`src/rtl/cdc_handshake_arbiter_if.sv`:
```
// Channel bundle between the local requesters / far-domain acknowledge and
// the handshake arbiter. The arbiter takes the master modport, whatever drives
// the requests and the acknowledge takes the slave modport.
interface cdc_handshake_arbiter_if #(
  parameter int N_REQ  = 4,
  parameter int DATA_W = 8
);
  localparam int GID_W = $clog2(N_REQ);

  logic [N_REQ-1:0]        req;
  logic [N_REQ*DATA_W-1:0] data_in;
  logic [N_REQ-1:0]        done;
  logic                    busy;
  logic [GID_W-1:0]        grant_id;
  logic                    req_out;
  logic [DATA_W-1:0]       data_out;
  logic                    ack_in;
  logic                    timeout_err;

  modport master (
    input  req, data_in, ack_in,
    output done, busy, grant_id, req_out, data_out, timeout_err
  );

  modport slave (
    output req, data_in, ack_in,
    input  done, busy, grant_id, req_out, data_out, timeout_err
  );
endinterface

```
`src/rtl/cdc_handshake_arbiter.sv`:
```
// Round-robin arbiter that shares one four-phase req/ack crossing channel
// among N_REQ local requesters. The acknowledge from the far domain is
// synchronised here; a per-phase counter flags a stalled far side.
//
// state | meaning
// ------+--------------------------------------------------------------
// IDLE  | channel free, looking for a requester from ptr upwards
// REQ   | req_out high, payload held, waiting for a 0->1 edge of ack_s
// DROP  | req_out low, waiting for the far side to release ack
module cdc_handshake_arbiter #(
  parameter int N_REQ       = 4,
  parameter int DATA_W      = 8,
  parameter int SYNC_STAGES = 2,
  parameter int TIMEOUT     = 255
) (
  input logic                     clk_a,
  input logic                     rst_n,
  cdc_handshake_arbiter_if.master bus
);

  localparam int GID_W = $clog2(N_REQ);
  localparam int CNT_W = (TIMEOUT > 1) ? $clog2(TIMEOUT + 1) : 1;

  typedef enum logic [1:0] {
    ST_IDLE = 2'd0,
    ST_REQ  = 2'd1,
    ST_DROP = 2'd2
  } state_t;

  state_t                   r_state;
  logic [SYNC_STAGES-1:0]   r_sync;
  logic                     r_ack_s_d;
  logic [GID_W-1:0]         r_ptr;
  logic [GID_W-1:0]         r_grant_id;
  logic [DATA_W-1:0]        r_data_out;
  logic                     r_req_out;
  logic [N_REQ-1:0]         r_done;
  logic                     r_timeout_err;
  logic [CNT_W-1:0]         r_cnt;

  state_t                   w_state;
  logic [GID_W-1:0]         w_ptr;
  logic [GID_W-1:0]         w_grant_id;
  logic [DATA_W-1:0]        w_data_out;
  logic                     w_req_out;
  logic [N_REQ-1:0]         w_done;
  logic                     w_timeout_err;
  logic [CNT_W-1:0]         w_cnt;

  logic                     w_ack_s;
  logic                     w_ack_rise;
  logic                     w_tc;
  logic                     w_found;
  logic [GID_W-1:0]         w_win;
  logic [GID_W-1:0]         w_cand;
  logic [GID_W-1:0]         w_ptr_next;
  logic [DATA_W-1:0]        w_win_data;

  assign w_ack_s    = r_sync[SYNC_STAGES-1];
  // Only a fresh rising edge counts, so an ack left high from a previous
  // phase (or a spurious one seen in IDLE) can never complete a transfer.
  assign w_ack_rise = w_ack_s & ~r_ack_s_d;
  assign w_tc       = (TIMEOUT != 0) && (r_cnt == CNT_W'(TIMEOUT - 1));
  assign w_ptr_next = (r_grant_id == GID_W'(N_REQ - 1)) ? '0 : r_grant_id + 1'b1;
  assign w_win_data = bus.data_in[int'(w_win)*DATA_W +: DATA_W];

  // Synchronise the asynchronous far-domain acknowledge and keep a delayed copy for edge detection
  always_ff @(posedge clk_a or negedge rst_n) begin
    if (!rst_n) begin
      r_sync    <= '0;
      r_ack_s_d <= 1'b0;
    end else begin
      r_sync    <= {r_sync[SYNC_STAGES-2:0], bus.ack_in};
      r_ack_s_d <= w_ack_s;
    end
  end

  // Round-robin search: first asserted request at or above ptr, wrapping
  always_comb begin
    w_found = 1'b0;
    w_win   = '0;
    w_cand  = '0;
    for (int k = 0; k < N_REQ; k++) begin
      w_cand = GID_W'((int'(r_ptr) + k) % N_REQ);
      if (!w_found && bus.req[w_cand]) begin
        w_found = 1'b1;
        w_win   = w_cand;
      end
    end
  end

  // State and channel registers
  always_ff @(posedge clk_a or negedge rst_n) begin
    if (!rst_n) begin
      r_state       <= ST_IDLE;
      r_ptr         <= '0;
      r_grant_id    <= '0;
      r_data_out    <= '0;
      r_req_out     <= 1'b0;
      r_done        <= '0;
      r_timeout_err <= 1'b0;
      r_cnt         <= '0;
    end else begin
      r_state       <= w_state;
      r_ptr         <= w_ptr;
      r_grant_id    <= w_grant_id;
      r_data_out    <= w_data_out;
      r_req_out     <= w_req_out;
      r_done        <= w_done;
      r_timeout_err <= w_timeout_err;
      r_cnt         <= w_cnt;
    end
  end

  // Next-state and registered-output logic; done/timeout_err default low so they only pulse
  always_comb begin
    w_state       = r_state;
    w_ptr         = r_ptr;
    w_grant_id    = r_grant_id;
    w_data_out    = r_data_out;
    w_req_out     = r_req_out;
    w_done        = '0;
    w_timeout_err = 1'b0;
    w_cnt         = r_cnt;

    unique case (r_state)
      ST_IDLE: begin
        if (w_found) begin
          w_grant_id = w_win;
          w_data_out = w_win_data;
          w_req_out  = 1'b1;
          w_cnt      = '0;
          w_state    = ST_REQ;
        end
      end

      ST_REQ: begin
        w_cnt = r_cnt + 1'b1;
        if (w_ack_rise) begin
          w_req_out          = 1'b0;
          w_done[r_grant_id] = 1'b1;
          w_ptr              = w_ptr_next;
          w_cnt              = '0;
          w_state            = ST_DROP;
        end else if (w_tc) begin
          // Abandon this requester and move on so a dead far side cannot starve the others.
          w_req_out     = 1'b0;
          w_timeout_err = 1'b1;
          w_ptr         = w_ptr_next;
          w_cnt         = '0;
          w_state       = ST_DROP;
        end
      end

      ST_DROP: begin
        w_cnt = r_cnt + 1'b1;
        if (!w_ack_s) begin
          w_cnt   = '0;
          w_state = ST_IDLE;
        end else if (w_tc) begin
          w_timeout_err = 1'b1;
          w_cnt         = '0;
          w_state       = ST_IDLE;
        end
      end

      default: begin
        w_req_out = 1'b0;
        w_cnt     = '0;
        w_state   = ST_IDLE;
      end
    endcase
  end

  assign bus.done        = r_done;
  assign bus.busy        = (r_state != ST_IDLE);
  assign bus.grant_id    = r_grant_id;
  assign bus.req_out     = r_req_out;
  assign bus.data_out    = r_data_out;
  assign bus.timeout_err = r_timeout_err;

endmodule

```
`src/flat_wrapper.sv`:
```
// flat-port wrapper written by rule: the top's interface ports become plain ports
module cdc_handshake_arbiter_flat 
#(
  parameter int N_REQ       = 4,
  parameter int DATA_W      = 8,
  parameter int SYNC_STAGES = 2,
  parameter int TIMEOUT     = 255
)
  (clk_a, rst_n, bus_req, bus_data_in, bus_ack_in, bus_done, bus_busy, bus_grant_id, bus_req_out, bus_data_out, bus_timeout_err);
  cdc_handshake_arbiter_if #(.N_REQ(N_REQ), .DATA_W(DATA_W)) bus_i ();
  input logic clk_a;
  input logic rst_n;
  input wire logic [$bits(bus_i.req)-1:0] bus_req;
  input wire logic [$bits(bus_i.data_in)-1:0] bus_data_in;
  input wire logic [$bits(bus_i.ack_in)-1:0] bus_ack_in;
  output wire logic [$bits(bus_i.done)-1:0] bus_done;
  output wire logic [$bits(bus_i.busy)-1:0] bus_busy;
  output wire logic [$bits(bus_i.grant_id)-1:0] bus_grant_id;
  output wire logic [$bits(bus_i.req_out)-1:0] bus_req_out;
  output wire logic [$bits(bus_i.data_out)-1:0] bus_data_out;
  output wire logic [$bits(bus_i.timeout_err)-1:0] bus_timeout_err;
  assign bus_i.req = bus_req;
  assign bus_i.data_in = bus_data_in;
  assign bus_i.ack_in = bus_ack_in;
  assign bus_done = bus_i.done;
  assign bus_busy = bus_i.busy;
  assign bus_grant_id = bus_i.grant_id;
  assign bus_req_out = bus_i.req_out;
  assign bus_data_out = bus_i.data_out;
  assign bus_timeout_err = bus_i.timeout_err;
  cdc_handshake_arbiter #(.N_REQ(N_REQ), .DATA_W(DATA_W), .SYNC_STAGES(SYNC_STAGES), .TIMEOUT(TIMEOUT)) u_core (.clk_a(clk_a), .rst_n(rst_n), .bus(bus_i));
endmodule
```
`config.mk`:
```
export PLATFORM = sky130hd
export DESIGN_NAME = cdc_handshake_arbiter_flat
export DESIGN_NICKNAME = d
export VERILOG_FILES = /design/src/rtl/cdc_handshake_arbiter_if.sv /design/src/rtl/cdc_handshake_arbiter.sv /design/src/flat_wrapper.sv
export SDC_FILE = /design/constraint.sdc
export NUM_CORES = 1
export LEC_CHECK = 0
export CAP_MARGIN = 25
export CORE_MARGIN = 3
export CORE_UTILIZATION = 46
export CTS_CLUSTER_SIZE = 16
export DETAILED_ROUTE_END_ITERATION = 6
export GPL_ROUTABILITY_DRIVEN = 0
export HOLD_SLACK_MARGIN = 0.15
export PLACE_DENSITY = 0.84
export SYNTH_ARGS = -nofsm -noshare
export SYNTH_HDL_FRONTEND = slang
export SYNTH_SLANG_ARGS = --single-unit
```
`constraint.sdc`:
```
create_clock -name clk_a -period 1.7 [get_ports clk_a]
set_input_delay 0.17 -clock clk_a [delete_from_list [all_inputs] [get_ports clk_a]]
set_output_delay 0.17 -clock clk_a [all_outputs]
set_load 0.05 [all_outputs]
```
==> out/qor.log, run 1 <==
INFO  run_status     run_status=complete, no violations
INFO  logic_synthesis postSynthAreaPerCell=10.4squm
INFO  logic_synthesis asyncSetResetFlopFracSynth=100%
INFO  critical_path  worstPathBufferInverterCount=1
INFO  global_routing gr-total-overflow=0
INFO  critical_path  crit_chain=clkdlybuf4s50_1
INFO  sta            timing_max_transition_violations_final=0
INFO  logic_synthesis cells_after_synth=164
INFO  global_routing grt_pass1_vias=1392
INFO  logic_synthesis yosys.area.top_type=sky130_fd_sc_hd__dfrtp_1
INFO  clock_network  cts-root-to-sink-buffers=2
INFO  logic_synthesis yosysUniqueCellTypes=40
INFO  clock_network  ctsHtreeMaxLevel=2
INFO  critical_path  crit_path_max_incr_delay=0.82ns
INFO  sta            achievable-frequency=615MHz
INFO  pwr            power_per_cell_area=1520nW/um^2
INFO  hold_path      worst_hold_path_type=input pin to asynchronous set/reset pin
INFO  route          wire_length_after_detailed_routing=4.12mm
INFO  pwr            power_switching_share=43.4%
INFO  logic_synthesis register_area_share_after_synthesis=45.5%
INFO  floorplan      num_io_pins=56
INFO  critical_path  cpLargestDelayFamily=buffers and inverters
INFO  critical_path  worstSetupPathType=register to output pin
INFO  logic_synthesis post_synth_main_area_contributors=sky130_fd_sc_hd__dfrtp_1 45%, sky130_fd_sc_hd__mux2i_1 10%, sky130_fd_sc_hd__ha_1 6.6%, sky130_fd_sc_hd__o221ai_1 4.1%, sky130_fd_sc_hd__nand2_1 4.0%
INFO  floorplan      fp.coreArea=3440squm
INFO  finish         layout.cells.most_common_list=50 x sky130_fd_sc_hd__clkdlybuf4s50_1, 30 x sky130_fd_sc_hd__dfrtp_1, 22 x sky130_fd_sc_hd__buf_4
INFO  sta            final.hold.worst_slack=0.279ns
INFO  clock_network  ctsRootBufferMaster=sky130_fd_sc_hd__clkbuf_8
INFO  route          route.detailed.drc=0
INFO  finish         proportion_of_layout_cells_with_a_drive_suffix_above_1=16.6%
INFO  sta            period_needed=1.63ns
INFO  pwr            net-switching-power=1.67mW
INFO  critical_path  worst-path-max-fanout=2
INFO  critical_path  worst_endpoint_data_arrival_time=1.46ns
INFO  sta            timing.max_slew.rel_slack=65.5%
INFO  route          drt-initial-drc-count=97
INFO  logic_synthesis yosysWarningCount=0
INFO  clock_network  cts.sinks=31
INFO  sta            finalCritPeriodShare=95.7%
INFO  placed_design  dp.final_hpwl=3.22mm
INFO  finish         design.final.nets=290
INFO  pwr            max-vdd-ir-drop=1.18mV
INFO  critical_path  critPathRequiredTime=1.53ns
INFO  sta            final.setup_skew=0.0101ns
INFO  sta            final-hold-violation-count=0
INFO  finish         synthToLayoutAreaGrowth=48.4%
INFO  clock_network  cts_tree=yes
INFO  finish         multi_input_comb_area=861squm
INFO  logic_synthesis synth.cell_area=1710squm
INFO  floorplan      floorplan.initialDensity=49.5%
INFO  flow_run       max_cap_viol_count=0
INFO  sta            finalSetupViolCount=0
INFO  pwr            intPower=2.17mW
INFO  global_routing grt_start_max_net_pins=32
INFO  clock_network  numCtsBuffers=5
INFO  logic_synthesis mappedNetlistNets=212
INFO  logic_synthesis synth_flop_cell=sky130_fd_sc_hd__dfrtp_1
INFO  logic_synthesis synth-edff-count=0
INFO  critical_path  worst_path_max_delay_cell=sky130_fd_sc_hd__clkdlybuf4s50_1
INFO  pwr            clockPowerShare=13.3%
INFO  floorplan      fp.dieH=66.9um
INFO  sta            grt_setup_unrepaired=true
INFO  finish         fillCellCount=240
INFO  clock_network  clk_pin_slew=0.06ns
INFO  pwr            p_comb_share=58.3%
INFO  route          drt_pass1_iterations=4
INFO  route          detail_route.wl_per_cell=14.3um
INFO  finish         sequential_cell_area=777squm
INFO  route          route.antenna.remaining_nets=0
INFO  floorplan      die_width=66.9um
INFO  floorplan      fp-row-count=21
INFO  floorplan      die_area=4470squm
INFO  route          vias=1540
INFO  clock_network  clock_latency=0.28ns
INFO  finish         layout.core_utilization=73.5%
INFO  logic_synthesis synth_top_area_share=45.5%
INFO  global_routing groute.usage.overall=19.5%
INFO  critical_path  cp-start-kind=register
INFO  critical_path  critical_path.endpoint_type=output pin
INFO  pwr            seq_power_share=28.4%
INFO  global_routing grt_antenna_before_repair=0
INFO  pwr            total_leakage_power=1.16nW
INFO  finish         antenna_cells_inserted=0
INFO  route          post_drt_via_cell_ratio=5.37
INFO  placed_design  count_of_buffers_inserted_at_the_top_level_ports=55
INFO  global_routing grt_first_pass_wirelength=6.49mm
INFO  logic_synthesis postSynthRegisterBits=31
INFO  sta            timing_worst_slew_pin_value=0.516ns
INFO  finish         most_common_library_cell_in_the_layout_ignoring_fill_and_taps=sky130_fd_sc_hd__clkdlybuf4s50_1
metrics by stage:
step	instance area (sq um)	worst slack, ns	total power, mW	std cells	TNS (ns)
6_report	2530	0.0735	3.84	287	0
5_1_grt	2530	-0.0128	4.07	287	-0.0353
4_1_cts	2520	0.0577	3.84	286	0
3_5_place_dp	2440	-0.150	3.33	280	-2.23
3_3_place_gp	2440	-0.0995	3.28	280	-1.09
2_1_floorplan	1710	0.152	2.49	164	0
synth_stat cells (2+ instances only):
master,number
sky130_fd_sc_hd__a21oi_1,4
sky130_fd_sc_hd__a22o_1,2
sky130_fd_sc_hd__a31oi_1,2
sky130_fd_sc_hd__and3_1,7
sky130_fd_sc_hd__buf_2,2
sky130_fd_sc_hd__dfrtp_1,31
sky130_fd_sc_hd__ha_1,9
sky130_fd_sc_hd__inv_1,10
sky130_fd_sc_hd__mux2i_1,17
sky130_fd_sc_hd__nand2_1,18
sky130_fd_sc_hd__nand2b_1,3
sky130_fd_sc_hd__nand3_1,6
sky130_fd_sc_hd__nand4_1,2
sky130_fd_sc_hd__nor2_1,6
sky130_fd_sc_hd__nor3_1,3
sky130_fd_sc_hd__o21ai_0,9
sky130_fd_sc_hd__o221ai_1,8
sky130_fd_sc_hd__o22ai_1,2
sky130_fd_sc_hd__o31ai_1,2
metal layers:
metal	part of all wire, %	global-route usage [%]	vias up
met4	1.6	8.35	0
met2	50	30.9	42
met5	0	0	-
met1	44	25.7	729
li1	-	-	762
met3	4.5	3.71	7
power groups by stage:
| stage | Clock, mW | Combinational [mW] | Sequential [mW] |
|---|---|---|---|
| after floorplan | 0 | 0.939 | 1.55 |
| after global placement | 0 | 2.19 | 1.09 |
| after detailed placement | 0 | 2.23 | 1.09 |
| after CTS | 0.518 | 2.24 | 1.08 |
| after global routing | 0.555 | 2.40 | 1.11 |
| final | 0.510 | 2.23 | 1.09 |
cell families after synthesis:
| logic type | after synthesis | share of synthesized area, % |
|---|---|---|
| AO/OA/AOI/OAI | 37 | 15.5 |
| adder cells (fa/ha/maj) | 9 | 6.60 |
| buffers and inverters | 14 | 4.40 |
| flip-flops | 31 | 45.5 |
| multiplexers | 19 | 11.5 |
| AND/OR/NAND/NOR | 54 | 16.5 |
sequential cells by signal, indices dropped and copies added (netlist names):
signal,count
u_core.bus.data_out,8
u_core.r_cnt,8
u_core.bus.timeout_err,1
u_core.r_ptr,2
u_core.r_sync,2
u_core.bus.done,4
u_core.r_ack_s_d,1
u_core.bus.req_out,1
u_core.bus.grant_id,2
u_core.r_state,2
repair_timing:
item                                    in CTS  in global routing
endpoints found under the setup margin       0                 12
hold buffers                                 0                  0
buffers inserted                             0                  1
endpoints found under the hold margin        0                  0
resized for setup                            0                  3
worst paths after layout:
| kind | endpoint | cells after the start | start | slack, ns |
|---|---|---|---|---|
| max | bus_data_out[4] | 1 | u_core.bus.data_out[4] | 0.07 |
| min | u_core.bus.data_out[5] | 2 | rst_n | 0.28 |
| max reg2reg | u_core.r_state[1] | 6 | u_core.r_state[1] | 0.08 |
| min reg2reg | u_core.r_sync[1] | 0 | u_core.r_sync[0] | 0.36 |
| max in group asynchronous | u_core.r_ptr[1] | 2 | rst_n | 1.12 |
| min in group clk_a | u_core.r_sync[0] | 1 | bus_ack_in | 0.34 |
layout make-up:
cell class,count,area share [%]
timing repair buffer,75,28.7
tap,46,2.27
sequential,31,30.7
multi-input combinational,119,34.0
clock buffer,6,2.87
inverter,10,1.48
(Power assumes the default switching activity.)
==> run 2, diff against run 1 <==
ABC_AREA = 1   (was default)
CORE_UTILIZATION = 45   (was 46)
CTS_CLUSTER_SIZE = 30   (was 16)
PLACE_DENSITY = 0.79   (was 0.84)
==> run 2 against run 1 <==
The flow now finishes with violations (setup timing). Clock power is 13% higher. Critical path depth is 13 higher. Critical path type is now register to register. Highest routed layer unchanged. Critical endpoint is now u_core.bus.data_out[2]. Largest cell class unchanged. Combinational power is 110% higher. Wire length is 18% higher. Largest power group unchanged. Setup slack worse by 0.17 ns. Via count is 35% higher. Synthesized cell count is 77% higher. Sequential share of layout area is 5.2 points lower. First-iteration DRC count is 45% lower.
==> out/qor.log, run 2 <==
INFO  floorplan      floorplan.initialDensity=49.0% [was 49.5%]
INFO  placed_design  dp.final_hpwl=3.61mm [was 3.22 mm]
INFO  logic_synthesis post_synth_main_area_contributors=sky130_fd_sc_hd__dfrtp_1 38%, sky130_fd_sc_hd__nand2_1 20%, sky130_fd_sc_hd__inv_1 7.5%, sky130_fd_sc_hd__nand3_1 5.6%, sky130_fd_sc_hd__ha_1 5.5% [was sky130_fd_sc_hd__dfrtp_1 45%, sky130_fd_sc_hd__mux2i_1 10%, sky130_fd_sc_hd__ha_1 6.6%, sky130_fd_sc_hd__o221ai_1 4.1%, sky130_fd_sc_hd__nand2_1 4.0%]
INFO  route          drt-initial-drc-count=53 [was 97]
INFO  global_routing grt_antenna_before_repair=0 [unchanged]
INFO  critical_path  worst-path-max-fanout=11 [was 2]
INFO  sta            worst_slack=-0.101ns [was 0.0735 ns]
INFO  finish         proportion_of_layout_cells_with_a_drive_suffix_above_1=26.3% [was 16.6%]
INFO  sta            period_needed=1.80ns [was 1.63 ns]
INFO  clock_network  cts_tree=yes [unchanged]
INFO  route          post_drt_via_cell_ratio=4.91 [was 5.37]
INFO  finish         antenna_cells_inserted=0 [unchanged]
INFO  logic_synthesis synth_flop_cell=sky130_fd_sc_hd__dfrtp_1 [unchanged]
INFO  critical_path  cp-start-kind=register [unchanged]
INFO  run_status     violations_in_the_final_reports=setup timing
INFO  sta            achievable-frequency=555MHz [was 615 MHz]
INFO  route          route.antenna.remaining_nets=0 [unchanged]
INFO  finish         fillCellCount=320 [was 240]
INFO  global_routing grt_pass1_vias=2081 [was 1392]
INFO  placed_design  dp_slack=-0.241ns [was -0.150 ns]
INFO  sta            final.setup_skew=0.00503ns [was 0.0101 ns]
INFO  floorplan      fp.coreArea=4200squm [was 3440 sq um]
INFO  logic_synthesis yosysUniqueCellTypes=26 [was 40]
INFO  logic_synthesis asyncSetResetFlopFracSynth=100% [unchanged]
INFO  sta            fin_setup_tns=-0.802ns [was 0 ns]
INFO  sta            grt_setup_unrepaired=true [unchanged]
INFO  logic_synthesis yosysWarningCount=0 [unchanged]
INFO  global_routing groute.usage.overall=19.5% [about the same]
INFO  clock_network  clk_pin_slew=0.06ns [about the same]
INFO  floorplan      die_width=73.7um [was 66.9 um]
INFO  logic_synthesis most_numerous_cell_types_in_the_synthesized_netlist=108 x sky130_fd_sc_hd__nand2_1, 41 x sky130_fd_sc_hd__inv_1, 31 x sky130_fd_sc_hd__dfrtp_1, 23 x sky130_fd_sc_hd__nand3_1, 16 x sky130_fd_sc_hd__nand2_2 [was 31 x sky130_fd_sc_hd__dfrtp_1, 18 x sky130_fd_sc_hd__nand2_1, 17 x sky130_fd_sc_hd__mux2i_1, 10 x sky130_fd_sc_hd__inv_1]
INFO  placed_design  cell_count_after_placement=410 [was 280]
INFO  global_routing grt_first_pass_wirelength=8.40mm [was 6.49 mm]
INFO  run_status     run_status=complete, but fails checks [was complete, no violations]
INFO  pwr            max-vdd-ir-drop=1.45mV [was 1.18 mV]
INFO  pwr            total_leakage_power=1.60nW [was 1.16 nW]
INFO  critical_path  critical_path.endpoint_type=register [was output pin]
INFO  logic_synthesis postSynthRegisterBits=31 [unchanged]
INFO  sta            timing.max_slew.rel_slack=66.2% [was 65.5%]
INFO  logic_synthesis synth.cell_area=2060squm [was 1710 sq um]
INFO  finish         layoutNonFillerInstCount=423 [was 287]
INFO  critical_path  worst_endpoint_data_arrival_time=1.96ns [was 1.46 ns]
INFO  finish         layout.cells.most_common_list=92 x sky130_fd_sc_hd__nand2_1, 48 x sky130_fd_sc_hd__clkdlybuf4s50_1, 37 x sky130_fd_sc_hd__inv_1 [was 50 x sky130_fd_sc_hd__clkdlybuf4s50_1, 30 x sky130_fd_sc_hd__dfrtp_1, 22 x sky130_fd_sc_hd__buf_4]
INFO  logic_synthesis synth-edff-count=0 [unchanged]
INFO  finish         sequential_cell_area=777squm [unchanged]
INFO  sta            final-hold-violation-count=0 [unchanged]
INFO  finish         layout.core_utilization=72.6% [was 73.5%]
INFO  sta            timing_max_transition_violations_final=0 [unchanged]
INFO  floorplan      num_io_pins=56 [unchanged]
INFO  logic_synthesis cells_after_synth=290 [was 164]
INFO  logic_synthesis register_area_share_after_synthesis=37.7% [was 45.5%]
INFO  critical_path  worstSetupPathType=register to register [was register to output pin]
INFO  floorplan      die_area=5420squm [was 4470 sq um]
INFO  sta            finalSetupViolCount=15 [was 0]
INFO  flow_run       max_cap_viol_count=0 [unchanged]
INFO  clock_network  ctsRootBufferMaster=sky130_fd_sc_hd__clkbuf_8 [unchanged]
INFO  clock_network  clock_latency=0.27ns [was 0.28 ns]
INFO  clock_network  numCtsBuffers=5 [unchanged]
INFO  floorplan      fp-row-count=23 [was 21]
INFO  sta            finalCritPeriodShare=106% [was 95.7%]
INFO  route          detail_route.wl_per_cell=11.5um [was 14.3 um]
INFO  finish         multi_input_comb_area=1170squm [was 861 sq um]
INFO  clock_network  cts-root-to-sink-buffers=2 [unchanged]
INFO  clock_network  ctsHtreeMaxLevel=2 [unchanged]
INFO  critical_path  critPathRequiredTime=1.85ns [was 1.53 ns]
INFO  clock_network  cts.sinks=31 [unchanged]
INFO  route          route.detailed.drc=0 [unchanged]
INFO  critical_path  r2r_slack=-0.10ns [was 0.08 ns]
INFO  route          vias=2076 [was 1540]
INFO  route          drt_pass1_iterations=4 [unchanged]
INFO  logic_synthesis most_frequently_used_cell_type_in_the_post_synthesis_netlist=sky130_fd_sc_hd__nand2_1 [was sky130_fd_sc_hd__dfrtp_1]
INFO  logic_synthesis synth_top_area_share=37.7% [was 45.5%]
INFO  floorplan      fp.dieH=73.7um [was 66.9 um]
INFO  route          wire_length_after_detailed_routing=4.87mm [was 4.12 mm]
INFO  pwr            power_per_cell_area=2070nW/um^2 [was 1520 nW/um^2]
INFO  clock_network  cts.hold.buffers_added=0 [unchanged]
INFO  placed_design  count_of_buffers_inserted_at_the_top_level_ports=55 [unchanged]
INFO  logic_synthesis yosys.area.top_type=sky130_fd_sc_hd__dfrtp_1 [unchanged]
INFO  finish         design.final.nets=421 [was 290]
INFO  finish         most_common_library_cell_in_the_layout_ignoring_fill_and_taps=sky130_fd_sc_hd__nand2_1 [was sky130_fd_sc_hd__clkdlybuf4s50_1]
INFO  finish         synthToLayoutAreaGrowth=48.1% [was 48.4%]
INFO  global_routing gr-total-overflow=0 [unchanged]
INFO  global_routing grt_start_max_net_pins=32 [unchanged]
INFO  logic_synthesis postSynthAreaPerCell=7.10squm [was 10.4 sq um]
INFO  sta            final.hold.worst_slack=0.283ns [was 0.279 ns]
INFO  logic_synthesis mappedNetlistNets=338 [was 212]
INFO  sta            timing_worst_slew_pin_value=0.505ns [was 0.516 ns]
INFO  hold_path      worst_hold_path_type=input pin to asynchronous set/reset pin [unchanged]
-- run 2: cell types whose count changed in the layout (fill, tap and decap cells not counted), moves of 8 or more --
cell	change
sky130_fd_sc_hd__mux2i_1	-16
sky130_fd_sc_hd__inv_1	+27
sky130_fd_sc_hd__nand3_1	+16
sky130_fd_sc_hd__nand2_4	+8
sky130_fd_sc_hd__nand2_2	+26
sky130_fd_sc_hd__o221ai_1	-8
sky130_fd_sc_hd__nand2_1	+74
-- run 2: what timing repair did --
action	CTS	global route
pin swaps	3	4
gates cloned	0	0
setup buffers	6	0
gates resized for setup	33	10
endpoints found under the setup margin	18	21
-- run 2: report_power, final --
group | internal, mW | switching (mW) | leakage, nW | total, mW
logic | 1.83 | 2.76 | 1.16 | 4.59
clock network | 0.317 | 0.258 | 0.0470 | 0.575
registers | 0.960 | 0.178 | 0.398 | 1.14
-- run 2: kinds of logic (layout without fill, tap and decap cells) --
logic type | Yosys count | count (layout) | share of synthesized area [%]
AOI/OAI and AO/OA | 24 | 24 | 6.32
and+or+nand+nor | 175 | 175 | 39.9
buffers and inverters | 51 | 134 | 10.6
DFF | 31 | 31 | 37.7
adders and majority gates | 9 | 9 | 5.47
-- run 2: final timing paths --
kind,start,end,depth (start not counted)
worst max register to register,u_core.r_ptr[0],u_core.bus.data_out[2],14
min in group clk_a,bus_ack_in,u_core.r_sync[0],1
worst min-delay path,rst_n,u_core.bus.timeout_err,2
worst max-delay path,u_core.r_ptr[0],u_core.bus.data_out[2],14
worst min register to register,u_core.r_sync[0],u_core.r_sync[1],0
max in group asynchronous,rst_n,u_core.r_ptr[0],2
-- run 2: layout make-up --
type | instances | area share (%)
tap | 50 | 2.05
multi-input combinational | 208 | 38.5
inverter | 46 | 5.91
sequential | 31 | 25.5
clock buffer | 6 | 2.71
clock inverter | 1 | 0.164
timing repair buffer | 81 | 25.2
-- run 2: critical path: stages (launching register included) --
cell	delay, ns
sky130_fd_sc_hd__dfrtp_2	0.46
sky130_fd_sc_hd__buf_6	0.16
sky130_fd_sc_hd__nand2_2	0.06
sky130_fd_sc_hd__nand2_2	0.07
sky130_fd_sc_hd__nand2_1	0.08
sky130_fd_sc_hd__nand2_1	0.06
sky130_fd_sc_hd__nand2_2	0.08
sky130_fd_sc_hd__nand2_2	0.07
sky130_fd_sc_hd__nand2_4	0.07
sky130_fd_sc_hd__nand3_4	0.15
sky130_fd_sc_hd__buf_12	0.18
sky130_fd_sc_hd__nand2_1	0.05
sky130_fd_sc_hd__nand2_1	0.05
sky130_fd_sc_hd__nand2_1	0.07
sky130_fd_sc_hd__nand3_1	0.07
-- run 2: per-layer routing --
layer | up-vias | GRT usage, % | share of wire [%]
met2 | 71 | 34.3 | 49
met3 | 11 | 5.06 | 6.3
met1 | 931 | 22.5 | 43
met5 | - | 0 | 0
met4 | 0 | 7.04 | 1.9
li1 | 1063 | - | -
-- run 2: per-stage QoR --
step,area (sq um),total power [mW]
floorplan,2060,3.95
detailed placement,2790,5.21
global placement,2790,5.12
CTS,3020,6.22
finish,3050,6.30
global route,3050,6.81
==> run 3, diff against run 2 <==
CTS_CLUSTER_SIZE = 10   (was 30)
==> results of run 3 <==
Final layout, timing and power as in run 2 (identical DEF).
